**src/rtl/riscv_if_id_queue_pkg.sv**
```systemverilog
// Shared IF/ID pipeline definitions: default widths, the canonical bubble
// instruction and the fetch-entry record passed from fetch to decode.
package riscv_if_id_queue_pkg;

    localparam int unsigned XLEN_DEFAULT = 32;
    localparam int unsigned ILEN_DEFAULT = 32;

    // addi x0, x0, 0 -- architecturally a no-op, used as the decode bubble.
    localparam logic [31:0] NOP_INST_DEFAULT = 32'h0000_0013;

    // One fetched instruction as seen by decode.
    typedef struct packed {
        logic [XLEN_DEFAULT-1:0] pc;
        logic [ILEN_DEFAULT-1:0] inst;
        logic                    fault;
    } fetch_entry_t;

endpackage

```
**src/rtl/riscv_fetch_queue_ram.sv**
```systemverilog
// Entry storage for the IF/ID fetch queue: DEPTH words, one synchronous
// write port and one asynchronous read port so the head entry is visible
// in the same cycle its pointer changes.
module riscv_fetch_queue_ram #(
    parameter int unsigned       DEPTH      = 4,
    parameter int unsigned       WIDTH      = 65,
    parameter logic [WIDTH-1:0]  RESET_WORD = '0,
    localparam int unsigned      AW         = $clog2(DEPTH)
) (
    input  logic             clk,
    input  logic             rst,
    input  logic             we_i,
    input  logic [AW-1:0]    waddr_i,
    input  logic [WIDTH-1:0] wdata_i,
    input  logic [AW-1:0]    raddr_i,
    output logic [WIDTH-1:0] rdata_o
);

    logic [WIDTH-1:0] mem_q [DEPTH];

    // Reset scrubs every word to the bubble pattern; otherwise write at tail.
    always_ff @(posedge clk) begin
        if (rst) begin
            for (int i = 0; i < int'(DEPTH); i++) begin
                mem_q[i] <= RESET_WORD;
            end
        end else if (we_i) begin
            mem_q[waddr_i] <= wdata_i;
        end
    end

    assign rdata_o = mem_q[raddr_i];

endmodule

```
**src/rtl/riscv_if_id_queue.sv**
```systemverilog
// Decoupled IF/ID stage: a circular fetch queue with valid/ready on both
// sides. Fetch can run ahead of a stalled decoder by up to DEPTH entries;
// when the queue is empty decode sees a NOP bubble at PC 0.
module riscv_if_id_queue
    import riscv_if_id_queue_pkg::*;
#(
    parameter int unsigned      XLEN     = XLEN_DEFAULT,
    parameter int unsigned      ILEN     = ILEN_DEFAULT,
    parameter int unsigned      DEPTH    = 4,
    parameter logic [ILEN-1:0]  NOP_INST = ILEN'(NOP_INST_DEFAULT),
    localparam int unsigned     CW       = $clog2(DEPTH + 1)
) (
    input  logic            clk,
    input  logic            rst,
    input  logic            flush,
    input  logic            in_valid,
    output logic            in_ready,
    input  logic [XLEN-1:0] in_pc,
    input  logic [ILEN-1:0] in_inst,
    input  logic            in_fault,
    output logic            out_valid,
    input  logic            out_ready,
    output logic [XLEN-1:0] out_pc,
    output logic [ILEN-1:0] out_inst,
    output logic [XLEN-1:0] out_pc_plus4,
    output logic            out_fault,
    output logic [CW-1:0]   count
);

    localparam int unsigned AW = $clog2(DEPTH);
    localparam int unsigned EW = XLEN + ILEN + 1;

    // Entry layout in storage: {pc, inst, fault}.
    localparam logic [EW-1:0] EMPTY_WORD = {{XLEN{1'b0}}, NOP_INST, 1'b0};

    logic [AW-1:0] head_q, head_d;
    logic [AW-1:0] tail_q, tail_d;
    logic [CW-1:0] count_q, count_d;

    logic          enq;
    logic          deq;
    logic [EW-1:0] wr_word;
    logic [EW-1:0] rd_word;
    logic [XLEN-1:0] rd_pc;
    logic [ILEN-1:0] rd_inst;
    logic            rd_fault;

    // Handshake terms come only from registered occupancy, so there is no
    // combinational path from out_ready to in_ready.
    assign in_ready  = (count_q != CW'(DEPTH));
    assign out_valid = (count_q != '0);
    assign enq       = in_valid & in_ready;
    assign deq       = out_valid & out_ready;
    assign count     = count_q;

    assign wr_word = {in_pc, in_inst, in_fault};

    riscv_fetch_queue_ram #(
        .DEPTH      (DEPTH),
        .WIDTH      (EW),
        .RESET_WORD (EMPTY_WORD)
    ) u_ram (
        .clk     (clk),
        .rst     (rst),
        .we_i    (enq & ~flush),
        .waddr_i (tail_q),
        .wdata_i (wr_word),
        .raddr_i (head_q),
        .rdata_o (rd_word)
    );

    assign rd_pc    = rd_word[EW-1 -: XLEN];
    assign rd_inst  = rd_word[ILEN:1];
    assign rd_fault = rd_word[0];

    // Head presentation: real entry when occupied, canonical bubble otherwise.
    always_comb begin
        out_pc    = '0;
        out_inst  = NOP_INST;
        out_fault = 1'b0;
        if (out_valid) begin
            out_pc    = rd_pc;
            out_inst  = rd_inst;
            out_fault = rd_fault;
        end
    end

    // Sequential PC; carry out of XLEN is intentionally dropped.
    assign out_pc_plus4 = out_pc + XLEN'(4);

    // Pointer/occupancy next state; flush wins over any same-cycle handshake.
    always_comb begin
        head_d  = head_q;
        tail_d  = tail_q;
        count_d = count_q;
        if (flush) begin
            head_d  = '0;
            tail_d  = '0;
            count_d = '0;
        end else begin
            if (enq) begin
                tail_d = tail_q + AW'(1);
            end
            if (deq) begin
                head_d = head_q + AW'(1);
            end
            if (enq && !deq) begin
                count_d = count_q + CW'(1);
            end else if (!enq && deq) begin
                count_d = count_q - CW'(1);
            end
        end
    end

    // Control registers; reset behaves like a flush.
    always_ff @(posedge clk) begin
        if (rst) begin
            head_q  <= '0;
            tail_q  <= '0;
            count_q <= '0;
        end else begin
            head_q  <= head_d;
            tail_q  <= tail_d;
            count_q <= count_d;
        end
    end

endmodule

```
**config.mk**
```make
export PLATFORM = sky130hd
export DESIGN_NAME = riscv_if_id_queue
export DESIGN_NICKNAME = d
export VERILOG_FILES = /design/src/rtl/riscv_if_id_queue_pkg.sv /design/src/rtl/riscv_fetch_queue_ram.sv /design/src/rtl/riscv_if_id_queue.sv
export SDC_FILE = /design/constraint.sdc
export NUM_CORES = 1
export LEC_CHECK = 0
export CAP_MARGIN = 20
export CORE_MARGIN = 5
export CORE_UTILIZATION = 55
export DETAILED_ROUTE_END_ITERATION = 12
export DONT_BUFFER_PORTS = 1
export HOLD_SLACK_MARGIN = 0.08
export PLACE_DENSITY = 0.76
export SYNTH_ARGS = -nofsm -noshare
export SYNTH_HDL_FRONTEND = slang
export SYNTH_HIERARCHICAL = 1
export SYNTH_SLANG_ARGS = --single-unit
```
**constraint.sdc**
```tcl
create_clock -name clk -period 11.3 [get_ports clk]
set_clock_uncertainty 0.1 [all_clocks]
set_input_delay 1.13 -clock clk [delete_from_list [all_inputs] [get_ports clk]]
set_output_delay 1.13 -clock clk [all_outputs]
set_load 0.01 [all_outputs]
```
==> summary.md <==
| Metric | Value |
|---|---|
| Outcome | finished, final reports clean |
| CTS root buffer | clkbuf_16 |
| Die width | 162.6 um |
| Worst-Skew Late Latency | 0.52 ns |
| Largest net degree at the start of global routing | 66 |
| Multi-input logic area | ~0.0045 sq mm |
| Fraction of layout cells with a size suffix above 1 | 15.70% |
| Core Region | 0.02278 sq mm |
| Buffers on Ports | 0 |
| Net Count, Synth | 935 |
| Leading area contributor after synthesis | edfxtp_1 |
| Hold/Removal Path Class | reg -> reg |
| Num CTS Buffers | 27 |
| 1st-iter DRT viols | 460 |
| Clock-pin slew on the worst setup and hold paths | 0.06 ns |
| Final Hold Viols | 0 |
| Drt pass-1 iters | 5 |
| Largest cells by area after synthesis | edfxtp_1 61%, and2_1 15%, mux4_2 11% |
| Number of nets in the layout | between 900 and 1,000 |
| Worst path required time | 10.07 ns |
| Cell area after synthesis | 0.01281 sq mm |
| CTS Buffer Depth | 3 |
| Register area | 0.007955 sq mm |
| Final setup viols | 0 |
| Post-synth top area share | 60.94% |
| Yosys warnings | 6 |
| Final HPWL DP | 15.21 mm |
| Grt ovf | 0 |
| Fill cell count | 1,712 |
| I/O pin cnt | ~170 |
| Layout area overhead | 7.540% |
| # H-tree levels | 1 |
| DRC viols | 0 |
| Worst vdd ir | 0.1354 mV |
| Pwr dens | 155.5 mW/mm^2 |
| Tcrit/Tclk final | 46.62% |
| CP Capture Type | output pin |
| DRT Wirelength | 26.52 mm |
| Register area share after synthesis | 62.04% |
| Post-synthesis area per instance | 14.86 sq um |
| Maxcap violations | 0 |
| DR WL/cell | ~22 um |
| RSZ-0062 raised after global routing | false |
| Row cnt | 55 |
| Pleak | 4.827 nW |
| Clk sinks | 267 |
| Slew @ Worst Pin | 0.9984 ns |
| Mapped Cells | 862 |
| Die Height | 162.6 um |
| Crit path time final | 5.268 ns |
| Most frequent cells in the layout | 304 x and2_1, 260 x edfxtp_1, 65 x mux4_2 |
| GP Congestion | 0.7368 |
| Antenna diodes | 0 |
| Pwr Total | between 2 and 2.5 mW |
| Via/cell ratio | 5.670 |
| Cts repair resizes | 0 |
| Detail Route Antenna Nets | 0 |
| Global-route wire length before repair | 41.70 mm |
| Worst Path Max Fanout | 34 |
| Die Footprint | 0.02645 sq mm |
| Commonest non-fill, non-tap cell in the layout | and2_1 |
| Initial Util | a little under three fifths |
| Total number of vias | 6,685 |
| Post-Route Setup TNS | 0 ns |
| FF-to-FF setup slack | 8.24 ns |
| Highest Clock Rate | between 0.15 and 0.2 GHz |
| Initial antenna violation count | 0 |
| TritonCTS clock tree | built |
| Slew Limit Headroom | 33.44% |
| Post-CTS setup buffer count | 0 |
| Number of global-route vias before repair | 7,243 |
| Crit start category | flop |
| Setup CP Type | reg -> out |
| Hold buffer count at CTS | 0 |
| Max Transition Viols Final | 0 |
| Total track usage | 20.28% |
| FF+latch count, synth | approximately 270 |
| Crit path DAT | 4.04 ns |
| Netlist cell types | 48 |
## worst max-delay path: stages (launching register included)
cell	delay, ns
dfxtp_4	0.81
buf_4	0.67
mux4_2	0.44
nand4_4	0.17
nor3_1	0.63
or4bb_1	0.47
xnor2_1	0.27
## routing by layer
metal / part of all wire, % / vias to the layer above / track usage [%]
li1: - / 3085 / -
met4: 1.3 / 0 / 3.851
met2: 52 / 208 / 37.06
met3: 7.3 / 29 / 4.277
met5: 0 / - / 0
met1: 39 / 3363 / 25.26
## synth_stat cells, drive strengths merged
cell    count
a21oi       6
mux2i       1
o21bai      1
fa          1
nor4        8
or3b        1
nand2b     16
or3         6
a21o        2
nor3        7
nor4b       2
mux2        2
o21ai       6
clkbuf     31
and4bb      2
dfxtp       7
ha          2
and4        2
edfxtp    260
or4b        1
nand4      10
a31o        2
and3        3
xor2       15
o31ai       1
nand2      16
mux4       65
and2      305
buf        25
nand3      11
inv        11
or2         3
nor2b       1
xnor2      11
nor2       18
or4bb       1
## where the power goes
group          internal, mW  switching, mW
Sequential             1.14         0.0203
Clock                 0.435          0.345
Combinational        0.0729          0.132
Total                  1.65          0.497
## flip-flops by register name, indices dropped and copies added (netlist names)
signal,count
u_ram/mem_q,260
count,3
head_q,2
tail_q,2
## worst paths after layout
| kind | cells past startpoint | to | start |
|---|---|---|---|
| setup / recovery | 6 | out_pc_plus4[30] | head_q[0]$_SDFFE_PP0P_ |
| hold / removal | 2 | count[2]$_SDFFE_PP0P_ | count[2]$_SDFFE_PP0P_ |
| setup reg to reg | 6 | u_ram/mem_q[2][55]$_SDFFCE_PN0P_ | count[0]$_SDFFE_PP0P_ |
| hold reg to reg | 2 | count[2]$_SDFFE_PP0P_ | count[2]$_SDFFE_PP0P_ |
## cells by family after synthesis
kind of cell	synth area share (%)
AND/OR/NAND/NOR	20.22
buffers and inverters	3.096
AO/OA/AOI/OAI	0.8400
adder cells (fa/ha/maj)	0.3516
multiplexers	11.68
flip-flops	62.04
XOR/XNOR	1.778
## metrics by stage
step	cells	setup slack, ns	util, %	instance area, sq um	hold slack, ns
finish	1179	6.032	60.48	13780	0.5698
global route	1179	5.637	60.48	13780	0.6018
CTS	1178	5.906	60.36	13750	0.5627
detailed placement	1129	6.468	57.00	12980	0.5525
global placement	1129	6.509	57.00	12980	0.5531
floorplan	862	6.124	-	12810	0.3935
## layout make-up
| type | count | area share (%) |
|---|---|---|
| inverter | 11 | 0.2997 |
| tap | 313 | 2.843 |
| timing repair buffer | 11 | 0.7447 |
| clock inverter | 16 | 0.4995 |
| sequential | 267 | 57.74 |
| clock buffer | 33 | 5.068 |
| multi-input combinational | 528 | 32.80 |
Note: power is estimated with default switching activity, not from simulation.
